File: src/rtl/movement_scheduler_if.sv
`default_nettype none
// ============================================================================
//  Module      : movement_scheduler_if
//  Description : Button / frame-strobe inputs and movement-strobe outputs of
//                the movement scheduler, bundled with master/slave views.
//  Revision    : 1.0  initial release
// ============================================================================
interface movement_scheduler_if;
    logic       btn_fwd;
    logic       btn_bwd;
    logic       btn_left;
    logic       btn_right;
    logic       frame_done;
    logic       fwd_pulse;
    logic       bwd_pulse;
    logic       leftRot_pulse;
    logic       rightRot_pulse;
    logic [3:0] req_pending;
    logic       busy;

    modport master (
        output btn_fwd, btn_bwd, btn_left, btn_right, frame_done,
        input  fwd_pulse, bwd_pulse, leftRot_pulse, rightRot_pulse,
        input  req_pending, busy
    );

    modport slave (
        input  btn_fwd, btn_bwd, btn_left, btn_right, frame_done,
        output fwd_pulse, bwd_pulse, leftRot_pulse, rightRot_pulse,
        output req_pending, busy
    );
endinterface
`default_nettype wire

File: src/rtl/movement_scheduler.sv
`default_nettype none
// ============================================================================
//  Module      : movement_scheduler
//  Description : Synchronizes and debounces four movement buttons, latches
//                press requests with auto-repeat, and grants at most one
//                one-cycle movement strobe per rendered frame.
//  Revision    : 1.0  initial release
// ============================================================================
module movement_scheduler #(
    parameter int DEBOUNCE_CYCLES = 1_000_000,
    parameter int REPEAT_FRAMES   = 8
) (
    input  logic                clk_in,
    input  logic                rst_in,
    movement_scheduler_if.slave bus
);
    localparam int                c_DB_W    = $clog2(DEBOUNCE_CYCLES + 1);
    localparam int                c_RP_W    = $clog2(REPEAT_FRAMES + 2);
    localparam logic [c_DB_W-1:0] c_DB_LAST = c_DB_W'(DEBOUNCE_CYCLES - 1);
    localparam logic [0:0]        c_IDLE    = 1'b0;
    localparam logic [0:0]        c_ISSUE   = 1'b1;

    // Bit order throughout: {right, left, bwd, fwd}
    logic [3:0] w_raw;
    logic [3:0] r_sync1;
    logic [3:0] r_sync2;
    logic [3:0] w_rise;
    logic [3:0] w_rep_set;
    logic [3:0] w_set;
    logic [3:0] w_clr;
    logic [3:0] w_grant;
    logic       w_go;
    logic [3:0] r_req;
    logic [3:0] r_pulse;
    logic [0:0] r_state;

    assign w_raw = {bus.btn_right, bus.btn_left, bus.btn_bwd, bus.btn_fwd};

    // Two-flop synchronizer for the asynchronous button levels
    always_ff @(posedge clk_in) begin
        if (rst_in) begin
            r_sync1 <= '0;
            r_sync2 <= '0;
        end else begin
            r_sync1 <= w_raw;
            r_sync2 <= r_sync1;
        end
    end

    generate
        for (genvar i = 0; i < 4; i++) begin : g_btn
            logic [c_DB_W-1:0] r_db_cnt;
            logic              r_lvl;
            logic              r_lvl_q;

            // Debounce: the level follows the sample only after DEBOUNCE_CYCLES consecutive disagreeing samples
            always_ff @(posedge clk_in) begin
                if (rst_in) begin
                    r_db_cnt <= '0;
                    r_lvl    <= 1'b0;
                    r_lvl_q  <= 1'b0;
                end else begin
                    r_lvl_q <= r_lvl;
                    if (r_sync2[i] != r_lvl) begin
                        if (r_db_cnt == c_DB_LAST) begin
                            r_lvl    <= r_sync2[i];
                            r_db_cnt <= '0;
                        end else begin
                            r_db_cnt <= r_db_cnt + 1'b1;
                        end
                    end else begin
                        r_db_cnt <= '0;
                    end
                end
            end

            // Rise is taken from the registered level so the request lands one cycle after it
            assign w_rise[i] = r_lvl & ~r_lvl_q;

            if (REPEAT_FRAMES > 0) begin : g_repeat
                localparam logic [c_RP_W-1:0] c_RP_LAST = c_RP_W'(REPEAT_FRAMES - 1);
                logic [c_RP_W-1:0] r_rp_cnt;
                logic              w_rp_hit;

                assign w_rp_hit = r_lvl & bus.frame_done & (r_rp_cnt == c_RP_LAST);

                // Frame counter for a held button; re-arms the request every REPEAT_FRAMES frames
                always_ff @(posedge clk_in) begin
                    if (rst_in || !r_lvl) begin
                        r_rp_cnt <= '0;
                    end else if (bus.frame_done) begin
                        r_rp_cnt <= w_rp_hit ? '0 : r_rp_cnt + 1'b1;
                    end
                end

                assign w_rep_set[i] = w_rp_hit;
            end else begin : g_no_repeat
                assign w_rep_set[i] = 1'b0;
            end
        end
    endgenerate

    assign w_set = w_rise | w_rep_set;

    // Grant selection from the registered request vector on a frame boundary
    always_comb begin
        w_clr   = '0;
        w_grant = '0;
        w_go    = 1'b0;
        if ((r_state == c_IDLE) && bus.frame_done && (r_req != 4'b0000)) begin
            if (r_req[0] && r_req[1]) begin
                // Opposing translations cancel; a pending rotation may still go
                w_clr[1:0] = 2'b11;
                if (r_req[2]) begin
                    w_grant = 4'b0100;
                end else if (r_req[3]) begin
                    w_grant = 4'b1000;
                end
            end else if (r_req[0]) begin
                w_grant = 4'b0001;
            end else if (r_req[1]) begin
                w_grant = 4'b0010;
            end else if (r_req[2]) begin
                w_grant = 4'b0100;
            end else begin
                w_grant = 4'b1000;
            end
            w_clr = w_clr | w_grant;
            w_go  = |w_grant;
        end
    end

    // Request register (set wins over clear), FSM state and the one-cycle strobes
    always_ff @(posedge clk_in) begin
        if (rst_in) begin
            r_req   <= '0;
            r_pulse <= '0;
            r_state <= c_IDLE;
        end else begin
            r_req <= (r_req & ~w_clr) | w_set;
            if (w_go) begin
                r_state <= c_ISSUE;
                r_pulse <= w_grant;
            end else begin
                r_state <= c_IDLE;
                r_pulse <= '0;
            end
        end
    end

    assign bus.fwd_pulse      = r_pulse[0];
    assign bus.bwd_pulse      = r_pulse[1];
    assign bus.leftRot_pulse  = r_pulse[2];
    assign bus.rightRot_pulse = r_pulse[3];
    assign bus.req_pending    = r_req;
    assign bus.busy           = (r_state == c_ISSUE);
endmodule
`default_nettype wire

File: src/flat_wrapper.sv
// flat-port wrapper written by rule: the top's interface ports become plain ports
module movement_scheduler_flat 
#(
    parameter int DEBOUNCE_CYCLES = 1_000_000,
    parameter int REPEAT_FRAMES   = 8
)
  (clk_in, rst_in, bus_btn_fwd, bus_btn_bwd, bus_btn_left, bus_btn_right, bus_frame_done, bus_fwd_pulse, bus_bwd_pulse, bus_leftRot_pulse, bus_rightRot_pulse, bus_req_pending, bus_busy);
  movement_scheduler_if bus_i ();
  input  logic clk_in;
  input  logic rst_in;
  input wire logic [$bits(bus_i.btn_fwd)-1:0] bus_btn_fwd;
  input wire logic [$bits(bus_i.btn_bwd)-1:0] bus_btn_bwd;
  input wire logic [$bits(bus_i.btn_left)-1:0] bus_btn_left;
  input wire logic [$bits(bus_i.btn_right)-1:0] bus_btn_right;
  input wire logic [$bits(bus_i.frame_done)-1:0] bus_frame_done;
  output wire logic [$bits(bus_i.fwd_pulse)-1:0] bus_fwd_pulse;
  output wire logic [$bits(bus_i.bwd_pulse)-1:0] bus_bwd_pulse;
  output wire logic [$bits(bus_i.leftRot_pulse)-1:0] bus_leftRot_pulse;
  output wire logic [$bits(bus_i.rightRot_pulse)-1:0] bus_rightRot_pulse;
  output wire logic [$bits(bus_i.req_pending)-1:0] bus_req_pending;
  output wire logic [$bits(bus_i.busy)-1:0] bus_busy;
  assign bus_i.btn_fwd = bus_btn_fwd;
  assign bus_i.btn_bwd = bus_btn_bwd;
  assign bus_i.btn_left = bus_btn_left;
  assign bus_i.btn_right = bus_btn_right;
  assign bus_i.frame_done = bus_frame_done;
  assign bus_fwd_pulse = bus_i.fwd_pulse;
  assign bus_bwd_pulse = bus_i.bwd_pulse;
  assign bus_leftRot_pulse = bus_i.leftRot_pulse;
  assign bus_rightRot_pulse = bus_i.rightRot_pulse;
  assign bus_req_pending = bus_i.req_pending;
  assign bus_busy = bus_i.busy;
  movement_scheduler #(.DEBOUNCE_CYCLES(DEBOUNCE_CYCLES), .REPEAT_FRAMES(REPEAT_FRAMES)) u_core (.clk_in(clk_in), .rst_in(rst_in), .bus(bus_i));
endmodule
File: config.mk
export PLATFORM = sky130hd
export DESIGN_NAME = movement_scheduler_flat
export DESIGN_NICKNAME = d
export VERILOG_FILES = /design/src/rtl/movement_scheduler_if.sv /design/src/rtl/movement_scheduler.sv /design/src/flat_wrapper.sv
export SDC_FILE = /design/constraint.sdc
export NUM_CORES = 1
export LEC_CHECK = 0
export CAP_MARGIN = 20
export CORE_MARGIN = 1
export CORE_UTILIZATION = 45
export DETAILED_ROUTE_END_ITERATION = 10
export PLACE_DENSITY_LB_ADDON = 0.25
export SLEW_MARGIN = 15
export SYNTH_ARGS = -nofsm -noshare
export SYNTH_HDL_FRONTEND = slang
export SYNTH_SLANG_ARGS = --single-unit
File: constraint.sdc
create_clock -name clk_in -period 2.8 [get_ports clk_in]
set_input_delay 0.56 -clock clk_in [delete_from_list [all_inputs] [get_ports clk_in]]
set_output_delay 0.56 -clock clk_in [all_outputs]
set_load 0.1 [all_outputs]
# Word level (Yosys, flattened, before mapping)
# Index checks and enable logic that the tools add are counted.
dict set report word_totals {
  register_bits 121
  inputBits 7
  output_inout_bits 9
  word_cells 107
}
dict set report op_classes {
  addsub 8
  eq_ne 12
  mux 16
  n_bitwise 28
  n_reduce_logical 22
}
# operator n
set op_table {}
lappend op_table {{$add 20x1->20 const B} 4}
lappend op_table {{$eq 20x20->1 const B} 4}
lappend op_table {{$mux 4} 12}
lappend op_table {{$add 4x1->4 const B} 4}
lappend op_table {{$eq 4x3->1 const B} 4}
lappend op_table {{$reduce_or 3->1} 5}
lappend op_table {{$and 1x1->1} 12}
lappend op_table {{$not 1->1} 11}
lappend op_table {{$or 4x4->4} 2}
lappend op_table {{$reduce_and 2->1} 4}
lappend op_table {{$and 4x4->4} 1}
lappend op_table {{$logic_not 1->1} 4}
lappend op_table {{$logic_or 1x1->1} 4}
lappend op_table {{$mux 2} 2}
lappend op_table {{$ne 1x1->1} 4}
lappend op_table {{$not 4->4} 1}
lappend op_table {{$or 2x4->4} 1}
lappend op_table {{$reduce_bool 4->1} 1}
lappend op_table {{$reduce_or 4->1} 1}
lappend op_table {{$logic_and 1x1->1} 3}
lappend op_table {{$mux 1} 2}

# Logic depth before layout (Yosys ltp)
dict set report depth {
  depth_word 10
  depth_mapped 8
  ltp_nobuf 5
}

# Worst setup path after synthesis
# No wires, ideal clock.
dict set report synth_path {
  kind {reg2reg}
  from {register u_core.r_req[1] (netlist: u_core.bus.req_pending[1])}
  to {register u_core.r_pulse[0]}
  setup_ns 0.059
  t_arrival_ns 2.051
  required_time_ns 2.741
  setup_slack_ns 0.689
  path_stages_with_launch 6
  n_path_buf 0
  synth_period_minus_slack_ns 2.111
  cell_sequence {dfxtp_1 ha_1 mux2_2 o2bb2ai_1 a211oi_1 and2_1}
}
dict set report synth_via {
  elab_chain_len 8
  elab_cells_between_ends 12
  classes_between {mux: 5; bitwise: 2; reduce/logical: 5}
}
# item line_no
set synth_rtl {}
lappend synth_rtl {{start, declared} movement_scheduler.sv:33} ;# logic [3:0] r_req;
lappend synth_rtl {{start signal, assigned} movement_scheduler.sv:140} ;# r_req <= (r_req & ~w_clr) | w_set;
lappend synth_rtl {{$mux 4} movement_scheduler.sv:121} ;# end else if (r_req[1]) begin
lappend synth_rtl {{$mux 4} movement_scheduler.sv:119} ;# end else if (r_req[0]) begin
lappend synth_rtl {{$mux 4} movement_scheduler.sv:111} ;# if (r_req[0] && r_req[1]) begin
lappend synth_rtl {{$mux 4} movement_scheduler.sv:110} ;# if ((r_state == c_IDLE) && bus.frame_done && (r_req != 4'b0000)) begin
lappend synth_rtl {{$reduce_or 4->1} movement_scheduler.sv:129} ;# w_go = |w_grant;
lappend synth_rtl {{$mux 1} movement_scheduler.sv:110}
lappend synth_rtl {{$not 1->1 (no source line)} -}
lappend synth_rtl {{$reduce_or 3->1 (no source line)} -}
lappend synth_rtl {{end signal, assigned} movement_scheduler.sv:143} ;# r_pulse <= w_grant;
lappend synth_rtl {{end, declared} movement_scheduler.sv:34} ;# logic [3:0] r_pulse;
# Several ways; a longest one is shown, not always the timed one. The select of a mux whose other input is x is not followed.
# A chain may end at the register's enable or synchronous reset.

# Worst setup path in the final report
dict set report layout_path {
  from {register u_core.g_btn[2].r_db_cnt[13]}
  to {register u_core.g_btn[2].r_db_cnt[12]}
}
dict set report layout_via {
  elab_chain_len 2
}
# item line_no
set layout_rtl {}
lappend layout_rtl {{start, declared} movement_scheduler.sv:52} ;# logic [c_DB_W-1:0] r_db_cnt;
lappend layout_rtl {{start signal, assigned} movement_scheduler.sv:69} ;# r_db_cnt <= r_db_cnt + 1'b1;
lappend layout_rtl {{$eq 20x20->1} movement_scheduler.sv:65} ;# if (r_db_cnt == c_DB_LAST) begin
lappend layout_rtl {{$reduce_or 3->1 (no source line)} -}
# Every way passes these cells.

==> metrics <==
total congestion overflow 0; total track usage 17.6%; Worst-path clk slew roughly 50 ps; final count of pins violating max slew 0; highest metal used met4; Multi-input gate area roughly 0.0026 mm²; # setup viols final 0; fraction of registers with async set/reset 0%; leading cell types by count after synthesis 121 x dfxtp_1, 69 x nor2_1, 40 x a21oi_1; FP Rows 39; synthesized cell area 0.00527 mm²; fin crit period 2120 ps; post-layout util between 50% and 60%; antenna cells 0; crit path max fanout 18; status completed; Die ar. roughly 0.012 mm²; final clock skew 4.49 ps; Crit Path Class register to register; Iter 0 DRT Violations 154; fin nets 635; Synth cell types 43; Reg area 0.00242 mm²; Vias around 4100; met3 wire length 290 µm; leading area contributor after synthesis dfxtp_1; post-route ant nets 0; R2R cell count 4; Post-synth top flop dfxtp_1; Post-Syn Instances 598; crit path DAT between 2000 and 2500 ps; most frequent cell after synthesis dfxtp_1; Rel. slew slack between 60% and 70%; Yosys Warn Count 0; share of cells above drive strength 1 8.79%; Starting Density between 40% and 50%; top cell type's share of synthesized area between 40% and 50%; Worst Path Required 3070 ps; Setup Buffers After CTS 0; Die Y 110 µm; Reg2Reg Launch Point u_core.g_btn[2].r_db_cnt[13]$_SDFF_PP0_; core footprint between 0.01 and 0.015 mm²; Setup crit start kind register; number of global-route vias before repair 3761; first-pass GRT wire length 16400 µm; Final Hold Fails 0; Via density 5.32; worst hold path stage count 1; Hold Path Class register to register; Skew-Pair Late Insertion Delay approximately 410 ps; routed wl met2 about 4400 µm; GPL Wtd Cong approximately 0.74; Slowest-stage cell, CP a21o_1; setup_tns 0 ps; number of flops mapped to enable cells by yosys 0; clock tree root driver cell clkbuf_16; post-DP HPWL around 6600 µm; Fillers 1038; post-synthesis sequential area ratio roughly 46%; Die Wd 110 µm; number of synthesized register bits about 120; hold wc startpoint u_core.r_sync1[1]$_SDFF_PP0_; Pre-antenna DRT Iters 4; Buf/Inv on CP 0; TritonCTS buffer count 17; Mapped Nets a little over 600; cell leakage power between 1.5 and 2 nW; actual slew at the worst max-slew pin around 570 ps; Avg Inst Size Synth approximately 8.8 µm²; Max Cap Viol 0; largest net degree at the start of global routing 24; unrepaired setup endpoints after global routing no; Post-CTS Hold Buffers 0; Area Growth Syn to Fin 14.9%; Max Clk Rate around 470 MHz; PostCTS Resize Cnt 0; critical path's top delay family simple AND/OR/NAND/NOR gates; final period utilization between 70% and 80%; IO Port Bufs 15; Power Density just over 600 mW/mm²; DRC violations left 0; top-level I/O count 16; Max IR drop VDD 0.509 mV; FF-to-FF End u_core.g_btn[2].r_db_cnt[12]$_SDFF_PP0_; antenna violations before repair 0; top post-synthesis cells by area dfxtp_1 46%, xnor2_1 5.3%, nor2_1 4.9%; WL/cell ~12 µm; flop2flop setup slack between 600 and 700 ps; Max stage delay on crit path 560 ps; H-tree lvl count 4; clock sink count 121; met1 wire length about 4600 µm; final wirelength about 9400 µm; clock tree from TritonCTS built; CP cell instances or4_1, nor4_1, a21o_1, nor2_1; Bufs on Longest Clock Path 2; CP Capture Type register; hold endpoint u_core.r_sync2[1]$_SDFF_PP0_
-- worst reg2reg max path: cells and delay by family, from the launching register on --
kind | cells | cell delay, ps
DFF | 1 | 350
and+or+nand+nor | 3 | 1070
AOI/OAI and AO/OA | 1 | 560
-- area by class of cell --
type	instances	share of cell area, %
Multi-Input combinational cell	423	43.4
Sequential cell	121	40.0
Clock buffer	28	8.70
Tap cell	143	2.96
Timing Repair Buffer	21	2.85
Inverter	31	1.92
Clock inverter	2	0.165
-- registers in the layout, summed over array words and instances, names as in the netlist --
register                        cells
u_core.bus.busy                     1
u_core.bus.req_pending              4
u_core.g_btn.g_repeat.r_rp_cnt     16
u_core.g_btn.r_db_cnt              80
u_core.g_btn.r_lvl                  4
u_core.g_btn.r_lvl_q                4
u_core.r_pulse                      4
u_core.r_sync1                      4
u_core.r_sync2                      4
-- where the power goes --
part	internal, mW	total [mW]	switching [mW]
Sequential	1.73	1.74	0.00379
Combinational	0.0222	0.0500	0.0278
Clock	1.26	1.96	0.698
-- how the worst max path moves through the flow --
stage	start	end	slack [ps]	depth (start not counted)
floorplan	u_core.bus.req_pending[1]$_SDFF_PP0_	u_core.r_pulse[0]$_SDFF_PP0_	690	5
global placement	u_core.g_btn[2].r_db_cnt[13]$_SDFF_PP0_	u_core.g_btn[2].r_db_cnt[11]$_SDFF_PP0_	720	4
detailed placement	u_core.g_btn[2].r_db_cnt[9]$_SDFF_PP0_	u_core.g_btn[2].r_db_cnt[12]$_SDFF_PP0_	690	4
CTS	u_core.g_btn[2].r_db_cnt[13]$_SDFF_PP0_	u_core.g_btn[2].r_db_cnt[12]$_SDFF_PP0_	680	4
global route	u_core.g_btn[2].r_db_cnt[13]$_SDFF_PP0_	u_core.g_btn[2].r_db_cnt[9]$_SDFF_PP0_	490	4
finish	u_core.g_btn[2].r_db_cnt[13]$_SDFF_PP0_	u_core.g_btn[2].r_db_cnt[12]$_SDFF_PP0_	680	4
-- per-stage QoR --
| stage | std cells | area, µm² | power [mW] | hold WS, ps | setup slack (ps) |
|---|---|---|---|---|---|
| 4_1_cts | 769 | 6050 | 3.80 | 432 | 677 |
| 2_1_floorplan | 598 | 5270 | 1.80 | 414 | 689 |
| 5_1_grt | 769 | 6050 | 3.88 | 462 | 490 |
| 3_3_place_gp | 739 | 5520 | 1.82 | 417 | 715 |
| 3_5_place_dp | 739 | 5520 | 1.82 | 424 | 686 |
| 6_report | 769 | 6050 | 3.74 | 429 | 681 |
-- cells by family after synthesis --
kind of cell / after synthesis / share of synthesized area (%)
AND/OR/NAND/NOR: 261 / 27.2
flip-flops: 121 / 46.0
AO/OA/AOI/OAI: 91 / 9.71
buffers and inverters: 54 / 4.20
XOR/XNOR: 52 / 8.64
adder cells (fa/ha/maj): 13 / 3.09
multiplexers: 6 / 1.19
-- placed cells by master (no fill, tap or decap), types with 13 or more instances in the layout --
cell | synthesis | layout
xnor2_1 | 32 | 32
nand2_1 | 29 | 29
o31ai_1 | 13 | 13
buf_4 | 0 | 15
dfxtp_1 | 121 | 121
o21ai_0 | 26 | 26
a21oi_1 | 40 | 40
or4_1 | 23 | 23
inv_1 | 31 | 31
xor2_1 | 20 | 20
nor2_1 | 69 | 69
nand3_1 | 27 | 27
clkbuf_16 | 0 | 17
ha_1 | 13 | 13
nand2b_1 | 15 | 15
or3_1 | 23 | 23
nand4_1 | 14 | 14
-- routing by layer --
layer | global-route usage (%) | vias up
li1 | - | 2118
met5 | 0 | -
met2 | 28.3 | 35
met4 | 8.55 | 0
met3 | 5.64 | 11
met1 | 21.2 | 1930
No activity file was read; power rests on OpenSTA's default activity.
